$ cat src/rtl/ssd_display_controller.sv
// rtl/ssd_display_controller.sv - binary to BCD converter and 4-digit seven-segment scan driver
module ssd_display_controller #(
    parameter int DATA_W       = 13,
    parameter int REFRESH_BITS = 18
) (
    input  logic              clk,
    input  logic              rst,
    input  logic [DATA_W-1:0] value,
    output logic [3:0]        anode,
    output logic [6:0]        led_out,
    output logic              conv_busy,
    output logic              bcd_valid
);

    localparam int ITER_W = $clog2(DATA_W);

    typedef enum logic [1:0] {
        IDLE  = 2'd0,
        SHIFT = 2'd1,
        DONE  = 2'd2
    } state_t;

    state_t                  state;
    logic [DATA_W-1:0]       bin_sr;
    logic [DATA_W-1:0]       last_value;
    logic [15:0]             bcd_work;
    logic [15:0]             bcd_adj;
    logic [15:0]             disp_bcd;
    logic [ITER_W-1:0]       iter;
    logic                    force_conv;
    logic [REFRESH_BITS-1:0] refresh_cnt;
    logic [1:0]              digit_sel;
    logic [3:0]              digit;
    logic                    blank;
    logic [6:0]              seg;

    always_comb begin
        bcd_adj = bcd_work;
        for (int i = 0; i < 4; i++) begin
            if (bcd_work[4*i +: 4] >= 4'd5) begin
                bcd_adj[4*i +: 4] = bcd_work[4*i +: 4] + 4'd3;
            end
        end
    end

    // Only the DONE state touches disp_bcd, so partial results never reach the display.
    always_ff @(posedge clk or negedge rst) begin
        if (!rst) begin
            state      <= IDLE;
            bin_sr     <= '0;
            last_value <= '0;
            bcd_work   <= '0;
            disp_bcd   <= '0;
            iter       <= '0;
            force_conv <= 1'b1;
            conv_busy  <= 1'b0;
            bcd_valid  <= 1'b0;
        end else begin
            case (state)
                IDLE: begin
                    if (force_conv || (value != last_value)) begin
                        bin_sr     <= value;
                        last_value <= value;
                        bcd_work   <= '0;
                        force_conv <= 1'b0;
                        iter       <= '0;
                        conv_busy  <= 1'b1;
                        state      <= SHIFT;
                    end
                end
                SHIFT: begin
                    bcd_work <= {bcd_adj[14:0], bin_sr[DATA_W-1]};
                    bin_sr   <= bin_sr << 1;
                    iter     <= iter + 1'b1;
                    if (iter == ITER_W'(DATA_W - 1)) begin
                        state <= DONE;
                    end
                end
                DONE: begin
                    disp_bcd  <= bcd_work;
                    bcd_valid <= 1'b1;
                    conv_busy <= 1'b0;
                    state     <= IDLE;
                end
                default: begin
                    conv_busy <= 1'b0;
                    state     <= IDLE;
                end
            endcase
        end
    end

    always_ff @(posedge clk or negedge rst) begin
        if (!rst) begin
            refresh_cnt <= '0;
        end else begin
            refresh_cnt <= refresh_cnt + 1'b1;
        end
    end

    assign digit_sel = refresh_cnt[REFRESH_BITS-1 -: 2];

    // A digit is blanked when it and every more significant digit are zero.
    always_comb begin
        digit = disp_bcd[3:0];
        blank = 1'b0;
        case (digit_sel)
            2'd0: begin
                digit = disp_bcd[3:0];
                blank = 1'b0;
            end
            2'd1: begin
                digit = disp_bcd[7:4];
                blank = (disp_bcd[15:4] == 12'd0);
            end
            2'd2: begin
                digit = disp_bcd[11:8];
                blank = (disp_bcd[15:8] == 8'd0);
            end
            default: begin
                digit = disp_bcd[15:12];
                blank = (disp_bcd[15:12] == 4'd0);
            end
        endcase
    end

    always_comb begin
        seg = 7'b1111111;
        case (digit)
            4'd0:    seg = 7'b0000001;
            4'd1:    seg = 7'b1001111;
            4'd2:    seg = 7'b0010010;
            4'd3:    seg = 7'b0000110;
            4'd4:    seg = 7'b1001100;
            4'd5:    seg = 7'b0100100;
            4'd6:    seg = 7'b0100000;
            4'd7:    seg = 7'b0001111;
            4'd8:    seg = 7'b0000000;
            4'd9:    seg = 7'b0000100;
            default: seg = 7'b1111111;
        endcase
    end

    always_ff @(posedge clk or negedge rst) begin
        if (!rst) begin
            anode   <= 4'b1111;
            led_out <= 7'b1111111;
        end else if (!bcd_valid || blank) begin
            anode   <= 4'b1111;
            led_out <= 7'b1111111;
        end else begin
            anode   <= ~(4'b0001 << digit_sel);
            led_out <= seg;
        end
    end

endmodule

$ cat config.mk
export PLATFORM = sky130hd
export DESIGN_NAME = ssd_display_controller
export DESIGN_NICKNAME = d
export VERILOG_FILES = /design/src/rtl/ssd_display_controller.sv
export SDC_FILE = /design/constraint.sdc
export NUM_CORES = 1
export LEC_CHECK = 0
export ABC_AREA = 1
export CORE_ASPECT_RATIO = 0.75
export CORE_MARGIN = 1.5
export CORE_UTILIZATION = 42
export CTS_CLUSTER_SIZE = 10
export DETAILED_ROUTE_END_ITERATION = 10
export PLACE_DENSITY_LB_ADDON = 0.05
export SYNTH_ARGS = -nofsm -noshare
export SYNTH_HDL_FRONTEND = slang
export SYNTH_SLANG_ARGS = --single-unit
export TNS_END_PERCENT = 30
$ cat constraint.sdc
create_clock -name clk -period 2.15 [get_ports clk]
set_input_delay 0.215 -clock clk [delete_from_list [all_inputs] [get_ports clk]]
set_output_delay 0.215 -clock clk [all_outputs]
set_load 0.05 [all_outputs]
==> results.py <==
metrics = {
    "floorplanning": {
        "core_um2": 11100,
        "num_rows": 33,
        "die_height_um": 96.1,
        "dieArea_um2": 12200,
        "fp.dieW_um": 127,
        "ios": 28,
        "start_util": 0.437,
    },
    "logic_synthesis": {
        "ys_ff_latch": 96,
        "syn_avg_cell_area_um2": 8.23,
        "synthCells": 590,
        "synth_flop_cell": "dfrtp_1",
        "synth_edf_count": 0,
        "syn_nets": 621,
        "seq_area_frac_synth": 0.498,
        "synthesis.area_um2": 4860,
        "ys_async_sr_fraction": 1.00,
        "yosysUniqueCellTypes": 33,
        "yosysWarnings": 0,
    },
    "detailed_routing": {
        "avgViaCountPerCell": 4.78,
        "firstDrtPassIters": 5,
        "vias": 3650,
        "drtIter0Drc": 237,
        "wl_per_cell_um": 12.1,
        "antenna_left": 0,
        "drcViolationCount": 0,
        "drt_wl_total_um": 9260,
    },
    "clock_network": {
        "tritoncts": "done",
        "h-tree-depth": 3,
        "clk_path_buf_depth": 2,
        "clock_latency_ns": 0.34,
        "cts_root_buf": "clkbuf_16",
        "clkTransAtPathRegs_ns": 0.07,
        "cts_buffers": 9,
        "clkSinkCount": 96,
    },
    "final_layout": {
        "nFillCells": 1063,
        "drive_gt1_frac": 0.0978,
        "syn_to_final_growth_pct": 14.6,
        "multi_input_area_um2": 2030,
        "area.sequential_um2": 2420,
        "num_antenna_cells": 0,
        "nets": 650,
    },
    "sta": {
        "setup_violations": 0,
        "hold_viol_final": 0,
        "rsz0062_at_grt": "no",
        "slew-limit-headroom": 0.492,
        "drv_slew": 0,
        "period_share": 0.869,
        "tns_ns": 0,
        "skew_ns": 0.00903,
        "fmax_ghz": 0.535,
        "tightestPinTransition_ns": 0.761,
        "finalCriticalPeriod_ns": 1.87,
    },
    "place": {
        "place_hpwl_um": 6620,
        "io_buffers": 27,
        "routabilityCongestion": 0.788,
    },
    "critical_path": {
        "reg2reg_from": "refresh_cnt[16]",
        "path_cells": "clkdlybuf4s50_1",
        "cp-start-kind": "register",
        "crit_type": "register to primary output",
        "crit_fanout": 1,
        "regToRegSetupSlack_ns": 0.29,
        "critical_path.top_delay_family": "buffers and inverters",
        "r2r_end": "led_out[3]",
        "required_ns": 1.93,
        "cpMaxStageDelayCell": "clkdlybuf4s50_1",
        "end_kind": "primary output",
        "max_stage_delay_ns": 0.80,
        "cp_num_buf_inv": 1,
        "cp.arrival_ns": 1.65,
        "reg2regPathDepth": 10,
    },
    "global_route": {
        "groute.usage.overall": 0.173,
        "grt_max_degree": 45,
        "grt_overflow": 0,
        "grt_pass1_vias": 3411,
        "grt_first_pass_wirelength_um": 16700,
        "antenna_found_initial": 0,
    },
    "power_and_ir_drop": {
        "p_leak_nw": 2.84,
        "vdd_drop_max_mv": 0.645,
        "totalPowerFinal_mw": 7.52,
        "power-per-cell-area_nw_per_um2": 1350,
    },
    "min_path": {
        "min_path_type": "input port to async pin",
    },
    "run": {
        "maxCapViolCount": 0,
    },
    "run_status": {
        "status": "completed",
    },
}
==> cell families after synthesis <==
kind of cell | after synthesis | share of synthesized area
simple gates | 286 | 0.259
flops | 96 | 0.498
buf+inv | 93 | 0.0840
compound gates | 81 | 0.0853
xor+xnor | 18 | 0.0325
fa+ha+maj | 16 | 0.0412
==> flip-flops by register name (all words and copies together), names as in the netlist <==
signal / count
led_out: 7
force_conv: 1
last_value: 13
disp_bcd: 16
refresh_cnt: 18
iter: 4
conv_busy: 1
bcd_work: 16
anode: 4
bin_sr: 13
state: 2
bcd_valid: 1
==> metrics by stage <==
step	setup WS, ns	area (um^2)	hold slack [ns]	instances	utilization
after floorplan	0.408	4860	-0.0806	590	-
after global placement	0.121	5260	0.255	747	0.474
after detailed placement	0.0534	5260	0.250	747	0.474
after CTS	0.148	5560	0.420	764	0.501
after global routing	0.0744	5560	0.455	764	0.501
final	0.282	5560	0.392	764	0.501
==> worst max path at each step <==
stage | startpoint | end | slack [ns] | depth (start not counted)
floorplan | refresh_cnt[16] | led_out[3] | 0.41 | 11
global placement | value[10] | last_value[11] | 0.12 | 11
detailed placement | value[10] | last_value[10] | 0.05 | 11
CTS | refresh_cnt[16] | led_out[0] | 0.15 | 11
global route | refresh_cnt[16] | led_out[1] | 0.07 | 11
finish | anode[2] | anode[2] | 0.28 | 1
==> power breakdown <==
group	total, mW	switching (mW)	internal (mW)	leakage (nW)
combinational	2.99	1.89	1.10	1.52
sequential	2.98	0.463	2.52	1.16
clock	1.55	0.667	0.879	0.150
total	7.52	3.02	4.49	2.84
==> timing repair <==
item,4_1_cts,5_1_grt
buffers inserted,0,0
setup endpoints to repair,0,3
resized for setup,0,2
hold endpoints to repair,39,0
hold buffers,1,0
==> area by class of cell <==
class,instances,share of cell area
clock buffer,12,0.0479
timing repair buffer,37,0.0666
clock inverter,4,0.00427
inverter,74,0.0499
multi-input combinational,401,0.365
tap,140,0.0315
sequential,96,0.435
==> per-layer routing <==
layer,vias up,routed length [um],global-route usage
met2,52,3700,0.248
met1,1662,5130,0.259
met4,0,93,0.0426
met5,-,0,0
li1,1927,-,-
met3,9,335,0.0445
==> synthesized netlist by cell type, drive strengths merged, types with 6 or more instances <==
master	count	area share
inv	74	0.057
a21oi	13	0.013
clkbuf	6	0.0046
xor2	11	0.020
xnor2	7	0.013
dfstp	12	0.065
nand3	62	0.065
buf	13	0.022
o21ai	64	0.066
dfrtp	84	0.43
nor2	28	0.027
ha	16	0.041
nand2	179	0.15
==> cell usage in the layout (no fill, tap or decap) <==
cell and n:
buf_12 2, dfrtp_1 83, a31oi_1 1, nor3b_1 1, inv_2 5, nor3_2 1
clkdlybuf4s50_1 26, nand3_1 61, dfrtp_2 1, nor2_4 2, nand2_4 3, o21ai_1 8
o211ai_1 3, xnor2_1 7, nand2_1 172, or2_1 4, and3_1 1, clkinv_2 1
inv_1 69, nand4_1 4, dlygate4sd3_1 1, nor2_1 21, clkbuf_8 3, a21oi_1 13
nor2_2 5, xor2_1 11, nor3_1 4, ha_1 16, or2_2 1, clkbuf_16 9
nand2_2 4, buf_4 8, inv_4 3, nor4_1 1, dfstp_2 12, nand3_2 1
o21ai_0 56
Power figures use the tool's default switching activity.
